===== src/rtl/ps2_pkg.sv =====
// Shared PS/2 definitions: FSM encoding, command bytes,
// default timing and the host frame layout.
package ps2_pkg;

  localparam logic [2:0] S_IDLE      = 3'd0;
  localparam logic [2:0] S_INHIBIT   = 3'd1;
  localparam logic [2:0] S_REQ       = 3'd2;
  localparam logic [2:0] S_DATA      = 3'd3;
  localparam logic [2:0] S_ACK       = 3'd4;
  localparam logic [2:0] S_WAIT_IDLE = 3'd5;

  localparam logic [7:0] PS2_CMD_SET_LED = 8'hED;
  localparam logic [7:0] PS2_CMD_RESET   = 8'hFF;
  localparam logic [7:0] PS2_CMD_ENABLE  = 8'hF4;
  localparam logic [7:0] PS2_ACK_BYTE    = 8'hFA;

  localparam int unsigned PS2_CLK_HZ       = 50_000_000;
  localparam int unsigned PS2_INHIBIT_CYC  = 6000;
  localparam int unsigned PS2_START_TO_CYC = 750000;
  localparam int unsigned PS2_XFER_TO_CYC  = 100000;

  // Shifted out LSB first: data[0] .. data[7], then parity.
  typedef struct packed {
    logic       parity;
    logic [7:0] data;
  } ps2_frame_t;

  function automatic logic odd_parity(
    input logic [7:0] d
  );
    return ~^d;
  endfunction

endpackage


===== src/rtl/ps2_host_tx_if.sv =====
// Byte request / status handshake between a command
// source (master) and the PS/2 host transmitter (slave).
interface ps2_host_tx_if;

  logic [7:0] tx_data;
  logic       tx_start;
  logic       tx_busy;
  logic       tx_done;
  logic       tx_error;

  modport master (
    output tx_data,
    output tx_start,
    input  tx_busy,
    input  tx_done,
    input  tx_error
  );

  modport slave (
    input  tx_data,
    input  tx_start,
    output tx_busy,
    output tx_done,
    output tx_error
  );

endinterface


===== src/rtl/ps2_line_sync.sv =====
// Two-flop synchronizer for a PS/2 line plus a
// falling-edge pulse taken one cycle after the second flop.
module ps2_line_sync (
  input  logic clk,
  input  logic rst_n,
  input  logic line_in,
  output logic level,
  output logic fall
);

  logic s1;
  logic s2;
  logic s3;

  // Idle bus level is high; reset there to avoid a false edge.
  always_ff @(posedge clk or negedge rst_n) begin
    if (!rst_n) begin
      s1 <= 1'b1;
      s2 <= 1'b1;
      s3 <= 1'b1;
    end else begin
      s1 <= line_in;
      s2 <= s1;
      s3 <= s2;
    end
  end

  assign level = s2;
  assign fall  = s3 & ~s2;

endmodule


===== src/rtl/ps2_host_tx.sv =====
// PS/2 host-to-device transmitter: inhibit, request-to-send,
// clock out 8 data bits + odd parity, then wait for device ACK.
module ps2_host_tx
  import ps2_pkg::*;
#(
  parameter int unsigned CLK_HZ       = PS2_CLK_HZ,
  parameter int unsigned INHIBIT_CYC  = PS2_INHIBIT_CYC,
  parameter int unsigned START_TO_CYC = PS2_START_TO_CYC,
  parameter int unsigned XFER_TO_CYC  = PS2_XFER_TO_CYC
) (
  input  logic         CLOCK_50,
  input  logic         resetn,
  ps2_host_tx_if.slave tx,
  input  logic         ps2_clk_in,
  input  logic         ps2_dat_in,
  output logic         ps2_clk_oe,
  output logic         ps2_dat_oe,
  output logic         rx_inhibit
);

  localparam int unsigned TMR_MAX =
    (START_TO_CYC > XFER_TO_CYC) ?
    START_TO_CYC : XFER_TO_CYC;
  localparam int unsigned TMR_W =
    (TMR_MAX > 1) ? $clog2(TMR_MAX) : 1;
  localparam int unsigned ICNT_W =
    (INHIBIT_CYC > 1) ? $clog2(INHIBIT_CYC) : 1;

  localparam logic [TMR_W-1:0] START_LAST =
    TMR_W'(START_TO_CYC - 1);
  localparam logic [TMR_W-1:0] XFER_LAST =
    TMR_W'(XFER_TO_CYC - 1);
  localparam logic [ICNT_W-1:0] ICNT_LAST =
    ICNT_W'(INHIBIT_CYC - 1);

  if (CLK_HZ == 0 || INHIBIT_CYC == 0 ||
      START_TO_CYC == 0 || XFER_TO_CYC == 0)
  begin : g_bad_cfg
    $error("ps2_host_tx: timing parameters must be non-zero");
  end

  logic [2:0]        state;
  logic              clk_oe;
  logic              dat_oe;
  logic              done;
  logic              err;
  ps2_frame_t        sr;
  logic [3:0]        n;
  logic [ICNT_W-1:0] icnt;
  logic [TMR_W-1:0]  tmr;
  logic [TMR_W-1:0]  tmr_nxt;
  logic              tmo;

  logic clk_s;
  logic clk_fall;
  logic dat_s;
  logic dat_fall_unused;

  ps2_line_sync u_clk_sync (
    .clk     (CLOCK_50),
    .rst_n   (resetn),
    .line_in (ps2_clk_in),
    .level   (clk_s),
    .fall    (clk_fall)
  );

  ps2_line_sync u_dat_sync (
    .clk     (CLOCK_50),
    .rst_n   (resetn),
    .line_in (ps2_dat_in),
    .level   (dat_s),
    .fall    (dat_fall_unused)
  );

  assign tmr_nxt = (tmr == '1) ? tmr : tmr + 1'b1;

  // One timer: start window until edge 1, transfer window after.
  always_comb begin
    tmo = 1'b0;
    unique case (1'b1)
      (state == S_DATA) && (n == 4'd0):
        tmo = (tmr == START_LAST);
      (state == S_DATA) && (n != 4'd0),
      (state == S_ACK),
      (state == S_WAIT_IDLE):
        tmo = (tmr == XFER_LAST);
      default:
        tmo = 1'b0;
    endcase
  end

  always_ff @(posedge CLOCK_50 or negedge resetn) begin
    if (!resetn) begin
      state  <= S_IDLE;
      clk_oe <= 1'b0;
      dat_oe <= 1'b0;
      done   <= 1'b0;
      err    <= 1'b0;
      sr     <= '0;
      n      <= '0;
      icnt   <= '0;
      tmr    <= '0;
    end else begin
      done <= 1'b0;
      err  <= 1'b0;
      unique case (state)
        S_IDLE: begin
          if (tx.tx_start) begin
            sr.data   <= tx.tx_data;
            sr.parity <= odd_parity(tx.tx_data);
            icnt      <= '0;
            clk_oe    <= 1'b1;
            state     <= S_INHIBIT;
          end
        end
        S_INHIBIT: begin
          if (icnt == ICNT_LAST) begin
            dat_oe <= 1'b1;
            state  <= S_REQ;
          end else begin
            icnt <= icnt + 1'b1;
          end
        end
        S_REQ: begin
          clk_oe <= 1'b0;
          n      <= '0;
          tmr    <= '0;
          state  <= S_DATA;
        end
        S_DATA: begin
          if (tmo) begin
            clk_oe <= 1'b0;
            dat_oe <= 1'b0;
            sr     <= '0;
            err    <= 1'b1;
            state  <= S_IDLE;
          end else if (clk_fall) begin
            n   <= n + 4'd1;
            tmr <= (n == 4'd0) ? '0 : tmr_nxt;
            // Edge 10 releases data so the device sees the stop bit.
            if (n == 4'd9) begin
              dat_oe <= 1'b0;
              state  <= S_ACK;
            end else begin
              dat_oe <= ~sr[0];
              sr     <= ps2_frame_t'({1'b0, sr[8:1]});
            end
          end else begin
            tmr <= tmr_nxt;
          end
        end
        S_ACK: begin
          if (tmo || (clk_fall && dat_s)) begin
            clk_oe <= 1'b0;
            dat_oe <= 1'b0;
            sr     <= '0;
            err    <= 1'b1;
            state  <= S_IDLE;
          end else begin
            tmr <= tmr_nxt;
            if (clk_fall) begin
              state <= S_WAIT_IDLE;
            end
          end
        end
        S_WAIT_IDLE: begin
          if (tmo) begin
            clk_oe <= 1'b0;
            dat_oe <= 1'b0;
            sr     <= '0;
            err    <= 1'b1;
            state  <= S_IDLE;
          end else if (clk_s && dat_s) begin
            done  <= 1'b1;
            state <= S_IDLE;
          end else begin
            tmr <= tmr_nxt;
          end
        end
        default: begin
          clk_oe <= 1'b0;
          dat_oe <= 1'b0;
          state  <= S_IDLE;
        end
      endcase
    end
  end

  assign ps2_clk_oe  = clk_oe;
  assign ps2_dat_oe  = dat_oe;
  assign tx.tx_busy  = (state != S_IDLE);
  assign tx.tx_done  = done;
  assign tx.tx_error = err;
  assign rx_inhibit  = (state != S_IDLE);

endmodule


===== src/flat_wrapper.sv =====
// flat-port wrapper written by rule: the top's interface ports become plain ports
module ps2_host_tx_flat import ps2_pkg::*;
#(
  parameter int unsigned CLK_HZ       = PS2_CLK_HZ,
  parameter int unsigned INHIBIT_CYC  = PS2_INHIBIT_CYC,
  parameter int unsigned START_TO_CYC = PS2_START_TO_CYC,
  parameter int unsigned XFER_TO_CYC  = PS2_XFER_TO_CYC
)
  (CLOCK_50, resetn, ps2_clk_in, ps2_dat_in, ps2_clk_oe, ps2_dat_oe, rx_inhibit, tx_tx_data, tx_tx_start, tx_tx_busy, tx_tx_done, tx_tx_error);
  ps2_host_tx_if tx_i ();
  input  logic CLOCK_50;
  input  logic resetn;
  input  logic ps2_clk_in;
  input  logic ps2_dat_in;
  output logic ps2_clk_oe;
  output logic ps2_dat_oe;
  output logic rx_inhibit;
  input wire logic [$bits(tx_i.tx_data)-1:0] tx_tx_data;
  input wire logic [$bits(tx_i.tx_start)-1:0] tx_tx_start;
  output wire logic [$bits(tx_i.tx_busy)-1:0] tx_tx_busy;
  output wire logic [$bits(tx_i.tx_done)-1:0] tx_tx_done;
  output wire logic [$bits(tx_i.tx_error)-1:0] tx_tx_error;
  assign tx_i.tx_data = tx_tx_data;
  assign tx_i.tx_start = tx_tx_start;
  assign tx_tx_busy = tx_i.tx_busy;
  assign tx_tx_done = tx_i.tx_done;
  assign tx_tx_error = tx_i.tx_error;
  ps2_host_tx #(.CLK_HZ(CLK_HZ), .INHIBIT_CYC(INHIBIT_CYC), .START_TO_CYC(START_TO_CYC), .XFER_TO_CYC(XFER_TO_CYC)) u_core (.CLOCK_50(CLOCK_50), .resetn(resetn), .tx(tx_i), .ps2_clk_in(ps2_clk_in), .ps2_dat_in(ps2_dat_in), .ps2_clk_oe(ps2_clk_oe), .ps2_dat_oe(ps2_dat_oe), .rx_inhibit(rx_inhibit));
endmodule

===== config.mk =====
export PLATFORM = sky130hd
export DESIGN_NAME = ps2_host_tx_flat
export DESIGN_NICKNAME = d
export VERILOG_FILES = /design/src/rtl/ps2_pkg.sv /design/src/rtl/ps2_host_tx_if.sv /design/src/rtl/ps2_line_sync.sv /design/src/rtl/ps2_host_tx.sv /design/src/flat_wrapper.sv
export SDC_FILE = /design/constraint.sdc
export NUM_CORES = 1
export LEC_CHECK = 0
export CAP_MARGIN = 20
export CORE_ASPECT_RATIO = 1.1
export CORE_MARGIN = 3
export CORE_UTILIZATION = 35
export DETAILED_ROUTE_END_ITERATION = 10
export SYNTH_ARGS = -nofsm -noshare
export SYNTH_HDL_FRONTEND = slang
export SYNTH_SLANG_ARGS = --single-unit

===== constraint.sdc =====
create_clock -name CLOCK_50 -period 3.65 [get_ports CLOCK_50]
set_input_delay 0.73 -clock CLOCK_50 [delete_from_list [all_inputs] [get_ports CLOCK_50]]
set_output_delay 0.73 -clock CLOCK_50 [all_outputs]
set_load 0.1 [all_outputs]

* Word-level counts from Yosys, hierarchy flattened
Index checks and enable logic that the tools add are counted.
** Word-level totals
- Bits in registers :: 58
- Input bits :: 13
- Output and inout bits :: 6
** Cells by class
- $add $sub $neg :: 3
- Equal/unequal tests :: 26
- Multiplexer cells :: 47
- Bitwise logic cells :: 5
- Reduce and logical (&&, ||, !) cells :: 24
** Operators by type and width (count)
- two-way mux 20 bit :: 7
- case mux 20 bit (4 select lines) :: 1
- two-way mux 9 bit :: 6
- == test 20 bit, second input constant :: 2
- case mux 9 bit (4 select lines) :: 1
- two-way mux 3 bit :: 9
- two-way mux 13 bit :: 2
- case mux 13 bit (2 select lines) :: 1
- adder 20 x 1 -> 20 bit, second input constant :: 1
- == test 20 x 17 -> 1 bit, second input constant :: 1
- case mux 3 bit (6 select lines) :: 1
- != test 2 bit, second input constant :: 7
- adder 13 x 1 -> 13 bit, second input constant :: 1
- == test 13 bit, second input constant :: 1
- two-way mux 1 bit :: 12
- != test 3 x 2 -> 1 bit, second input constant :: 4
- AND reduction 6 bit :: 2
- nonzero test 4 bit :: 3
- AND reduction 5 bit :: 2
- two-way mux 4 bit :: 2
- != test 2 x 1 -> 1 bit, second input constant :: 4
- case mux 4 bit (2 select lines) :: 1
- XNOR reduction 8 bit :: 1
- == test 3 x 2 -> 1 bit, second input constant :: 2
- other kinds (20) :: 31

* Logic depth before layout (Yosys ltp)
- Depth in word-level cells :: 7
- Depth in mapped cells :: 10

* Modules after synthesis
From an unflattened synthesis, not the netlist that was laid out.
** Unflattened totals
- Cells, all modules :: 363
- Area, all modules :: 3389.5 µm²
** Modules (own cells, without submodules)
- ps2_host_tx :: times used 1, cells an instance 355, area each 3204.3 µm²
- ps2_line_sync :: times used 2, cells an instance 4, area each 92.6 µm²

* Worst setup path before layout
OpenSTA, ideal clock, no wires.
- Path kind :: register -> register
- From :: reg u_core.state[1]
- To :: reg u_core.dat_oe, in the netlist u_core.ps2_dat_oe
- Library setup time :: 0.128 ns
- Arrival :: 2.637 ns
- Required time :: 3.522 ns
- Path slack :: 0.885 ns
- Stages on the path, launching flop included :: 11
- Buffers on the path :: 2
- Period minus slack after synthesis :: 2.765 ns
- Path through :: dfrtp_1 buf_1 inv_1 ha_1 or4b_4 nor4_4 o21ai_1 and2_1 clkbuf_1 a31oi_1 mux2i_1
** Between the ends
- Word-level cells in the longest chain between the ends :: 7
- Elaborated cells on any way between the ends :: 20
- Those cells by class :: 9 x eq/ne; 3 x mux; 1 x bitwise; 7 x reduce/logical
** Ends and longest elaborated chain
- start, declared :: line ps2_host_tx.sv:42 : logic [2:0] state;
- start signal, assigned :: line ps2_host_tx.sv:94 : state <= S_IDLE;
- start signal, assigned :: line ps2_host_tx.sv:113 : state <= S_INHIBIT;
- start signal, assigned :: line ps2_host_tx.sv:119 : state <= S_REQ;
- == test 3 x 2 -> 1 bit :: line ps2_host_tx.sv:81, ps2_host_tx.sv:83, ps2_host_tx.sv:106
- logical AND 1 bit :: line ps2_host_tx.sv:83 : (state == S_DATA) && (n != 4'd0),
- OR reduction 3 bit :: line ps2_host_tx.sv:80 : unique case (1'b1)
- case mux 1 bit (2 select lines) :: line ps2_host_tx.sv:80
- logical OR 1 bit :: line ps2_host_tx.sv:153 : if (tmo || (clk_fall && dat_s)) begin
- != test 2 bit (no source line)
- AND reduction 5 bit (no source line)
- end signal, assigned :: line ps2_host_tx.sv:145 : dat_oe <= ~sr[0];
- end, declared :: line ps2_host_tx.sv:44 : logic dat_oe;
Parallel ways exist; a longest one is shown, timed or not.
A chain may end at the register's enable or synchronous reset.

* Worst setup path after layout
- From :: reg u_core.state[1]
- To :: reg u_core.tmr[13]
** Between the ends
- Word-level cells in the longest chain between the ends :: 7
- Elaborated cells on any way between the ends :: 16
- Those cells by class :: 8 x eq/ne; 2 x mux; 6 x reduce/logical
** Ends and longest elaborated chain
- == test 3 x 2 -> 1 bit :: line ps2_host_tx.sv:81, ps2_host_tx.sv:83, ps2_host_tx.sv:106
- logical AND 1 bit :: line ps2_host_tx.sv:83
- OR reduction 3 bit :: line ps2_host_tx.sv:80
- case mux 1 bit (2 select lines) :: line ps2_host_tx.sv:80
- logical OR 1 bit :: line ps2_host_tx.sv:153
- != test 2 bit (no source line)
- AND reduction 5 bit (no source line)
- end signal, assigned :: line ps2_host_tx.sv:149 : tmr <= tmr_nxt;
- end signal, assigned :: line ps2_host_tx.sv:160 : tmr <= tmr_nxt;
- end signal, assigned :: line ps2_host_tx.sv:177 : tmr <= tmr_nxt;
- end, declared :: line ps2_host_tx.sv:50 : logic [TMR_W-1:0] tmr;
Parallel ways exist; a longest one is shown, timed or not.

==> impl_metrics.tcl <==
set metrics [dict create \
    status "completed" \
    grt_start_max_net_pins 31 \
    core_mm2 0.00905 \
    dieWidth_um 99.0 \
    gr-total-overflow 0 \
    fin_crit_sh_pct 80.5 \
    worst_slew_pin_slew_ns 0.967 \
    htreeDepth 3 \
    diodes 0 \
    row_count 36 \
    fin_setup_tns_ns 0 \
    syn_inst 374 \
    hpwl_um 5330 \
    hold_buffers 0 \
    port_buffers 18 \
    routed_wl_um 7370 \
    layout_min_cycle_time_ns 2.94 \
    netlist_area_mm2 0.00333 \
    fill_cells 903 \
    vias 2806 \
    fp.dieArea_mm2 0.0107 \
    cp_data_required_time_ns 3.91 \
    synth.area.top_cells "dfrtp_1 40%, a21oi_1 4.8%, nor2_1 4.5%" \
    synth_top_area_share_pct 39.8 \
    drv_slew 0 \
    area_growth_pct 15.2 \
    synth_fp_nets 393 \
    ys_types 54 \
    numCtsBuffers 9 \
    critical_path_class "reg2reg" \
    grt_pass1_vias 2772 \
    cts.root.buffer_cell "clkbuf_8" \
    yosysSeqAreaShare_pct 43.8 \
    clock_skew_ns 0.00959 \
    layout-drive-gt1-share_pct 9.27 \
    antenna_found_initial 0 \
    synth_top_area_cell "dfrtp_1" \
    wl_per_cell_um 14.4 \
    rsz0062_at_grt "no" \
    ys.flop_type "dfrtp_1" \
    drc_errors 0 \
    routabilityCongestion 0.904 \
    power_mw 2.77 \
    die_h_um 108 \
    clk_latency_ns 0.34 \
    critPathMaxFanout 13 \
    grt_pass1_wl_um 13000 \
    yosysMostFrequentCell "dfrtp_1" \
    dr.pass1.iters 4 \
    cts_tree "built" \
    ys_warn_count 0 \
    drtIter0Drc 179 \
    cts.repair.resized 0 \
    start_kind "register" \
    power.density_mw_per_mm2 721 \
    pre_cts_slack_ns 0.749 \
    stdcell_area_mm2 0.00384 \
    max_freq_mhz 340 \
    power.leakage_nw 1.57 \
    place_inst 497 \
    grt_usage_pct 15.1 \
    synth-edff-count 0 \
    ir_worst_vdd_uv 216 \
    final.setup.worst_slack_ns 0.711 \
    ios 19 \
    slew_headroom_pct 35.3 \
    vias_per_cell 5.47 \
    cts.sinks 58 \
    synth_commonest_cells "53 x dfrtp_1, 40 x nor2_1, 34 x nand2_1" \
    utilization_pct 42.4 \
    whs_ns 0.357 \
    setup_viol 0 \
    yosys_register_bits 58 \
    worstPathArrival_ns 3.20 \
    end_kind "register" \
    async_reset_ff_share_pct 100 \
    placed_area_mm2 0.00362 \
    cts_setup_buffers 0 \
    cts_max_path_buffers 2 \
    clk_pin_slew_ns 0.07 \
    cap_violations 0 \
    nets 413 \
    hold_viol_final 0 \
    min_path_type "reg2reg" \
    layout.cells.non_filler 513 \
    start_util_pct 36.8 \
    postRouteAntennaNets 0 \
    syn_area_per_cell_um2 8.90 \
]
## where the power goes
group	leakage [nW]	internal [mW]	switching [mW]
logic	0.715	0.393	0.752
registers	0.750	0.787	0.172
clock network	0.109	0.401	0.261
total	1.57	1.58	1.19
## cells in the final DEF, fill, tap and decap left out, types with 4 or more instances in the layout
| cell type | n |
|---|---|
| dfrtp_1 | 53 |
| nor2_1 | 40 |
| nand2_1 | 34 |
| a21oi_1 | 32 |
| o21ai_0 | 29 |
| nand3_1 | 27 |
| clkdlybuf4s50_1 | 15 |
| inv_1 | 11 |
| a22oi_1 | 10 |
| or3_1 | 10 |
| clkbuf_8 | 10 |
| and3_1 | 9 |
| o31ai_1 | 9 |
| xnor2_1 | 9 |
| nand4_1 | 7 |
| xor2_1 | 7 |
| buf_4 | 7 |
| and2_1 | 6 |
| ha_1 | 6 |
| dfstp_2 | 5 |
| nor3_1 | 4 |
## path summary, 6_finish.rpt
kind                            depth (start not counted)                            from                           endpoint  slack [ns]
worst max-delay path                                    8     u_core.state[1]$_DFFE_PN0P_         u_core.tmr[13]$_DFFE_PN0P_        0.71
worst min-delay path                                    0  u_core.u_clk_sync.s1$_DFF_PN1_  u_core.u_clk_sync.level$_DFF_PN1_        0.36
worst max register to register                          8     u_core.state[1]$_DFFE_PN0P_         u_core.tmr[13]$_DFFE_PN0P_        0.71
worst min register to register                          0  u_core.u_clk_sync.s1$_DFF_PN1_  u_core.u_clk_sync.level$_DFF_PN1_        0.36
max in group asynchronous                               2                          resetn          u_core.tmr[9]$_DFFE_PN0P_        2.38
min in group asynchronous                               1                          resetn          u_core.tmr[5]$_DFFE_PN0P_        0.43
## metal layers
metal	track usage, %	wire length (um)	vias up
met1	19.9	3460	1335
met5	0	0	-
li1	-	-	1410
met3	3.16	211	14
met2	23.7	3540	47
met4	6.93	163	0
## worst max-delay path: stages (launching register included)
cell	delay [ns]
dfrtp_1	0.56
inv_1	0.14
ha_1	0.28
or4b_4	0.54
and4_4	0.23
o211ai_4	0.27
nand4_1	0.28
or3_1	0.43
a21oi_1	0.14
## registers in the layout, summed over array words and instances, names as in the netlist
name,flops
u_core.tmr,20
u_core.icnt,13
u_core.sr,9
u_core.n,4
u_core.state,3
u_core.ps2_clk_oe,1
u_core.ps2_dat_oe,1
u_core.tx.tx_done,1
u_core.tx.tx_error,1
u_core.u_clk_sync.level,1
u_core.u_clk_sync.s1,1
u_core.u_clk_sync.s3,1
u_core.u_dat_sync.level,1
u_core.u_dat_sync.s1,1
## logic make-up after synthesis
family,after synthesis,synth area share [%]
fa+ha+maj,6,2.25
simple gates,165,26.2
mux,1,0.301
buf+inv,25,3.12
xor+xnor,16,4.21
compound gates,103,20.1
flops,58,43.8
## final cells by class
class | count | area (um2) | area share, %
timing repair buffer | 23 | 208 | 5.41
clock inverter | 5 | 77.6 | 2.02
clock buffer | 11 | 141 | 3.69
multi-input combinational | 291 | 1770 | 46.1
inverter | 11 | 41.3 | 1.08
tap | 114 | 143 | 3.72
sequential | 58 | 1460 | 38.0
Note: power is estimated with default switching activity, not from simulation.
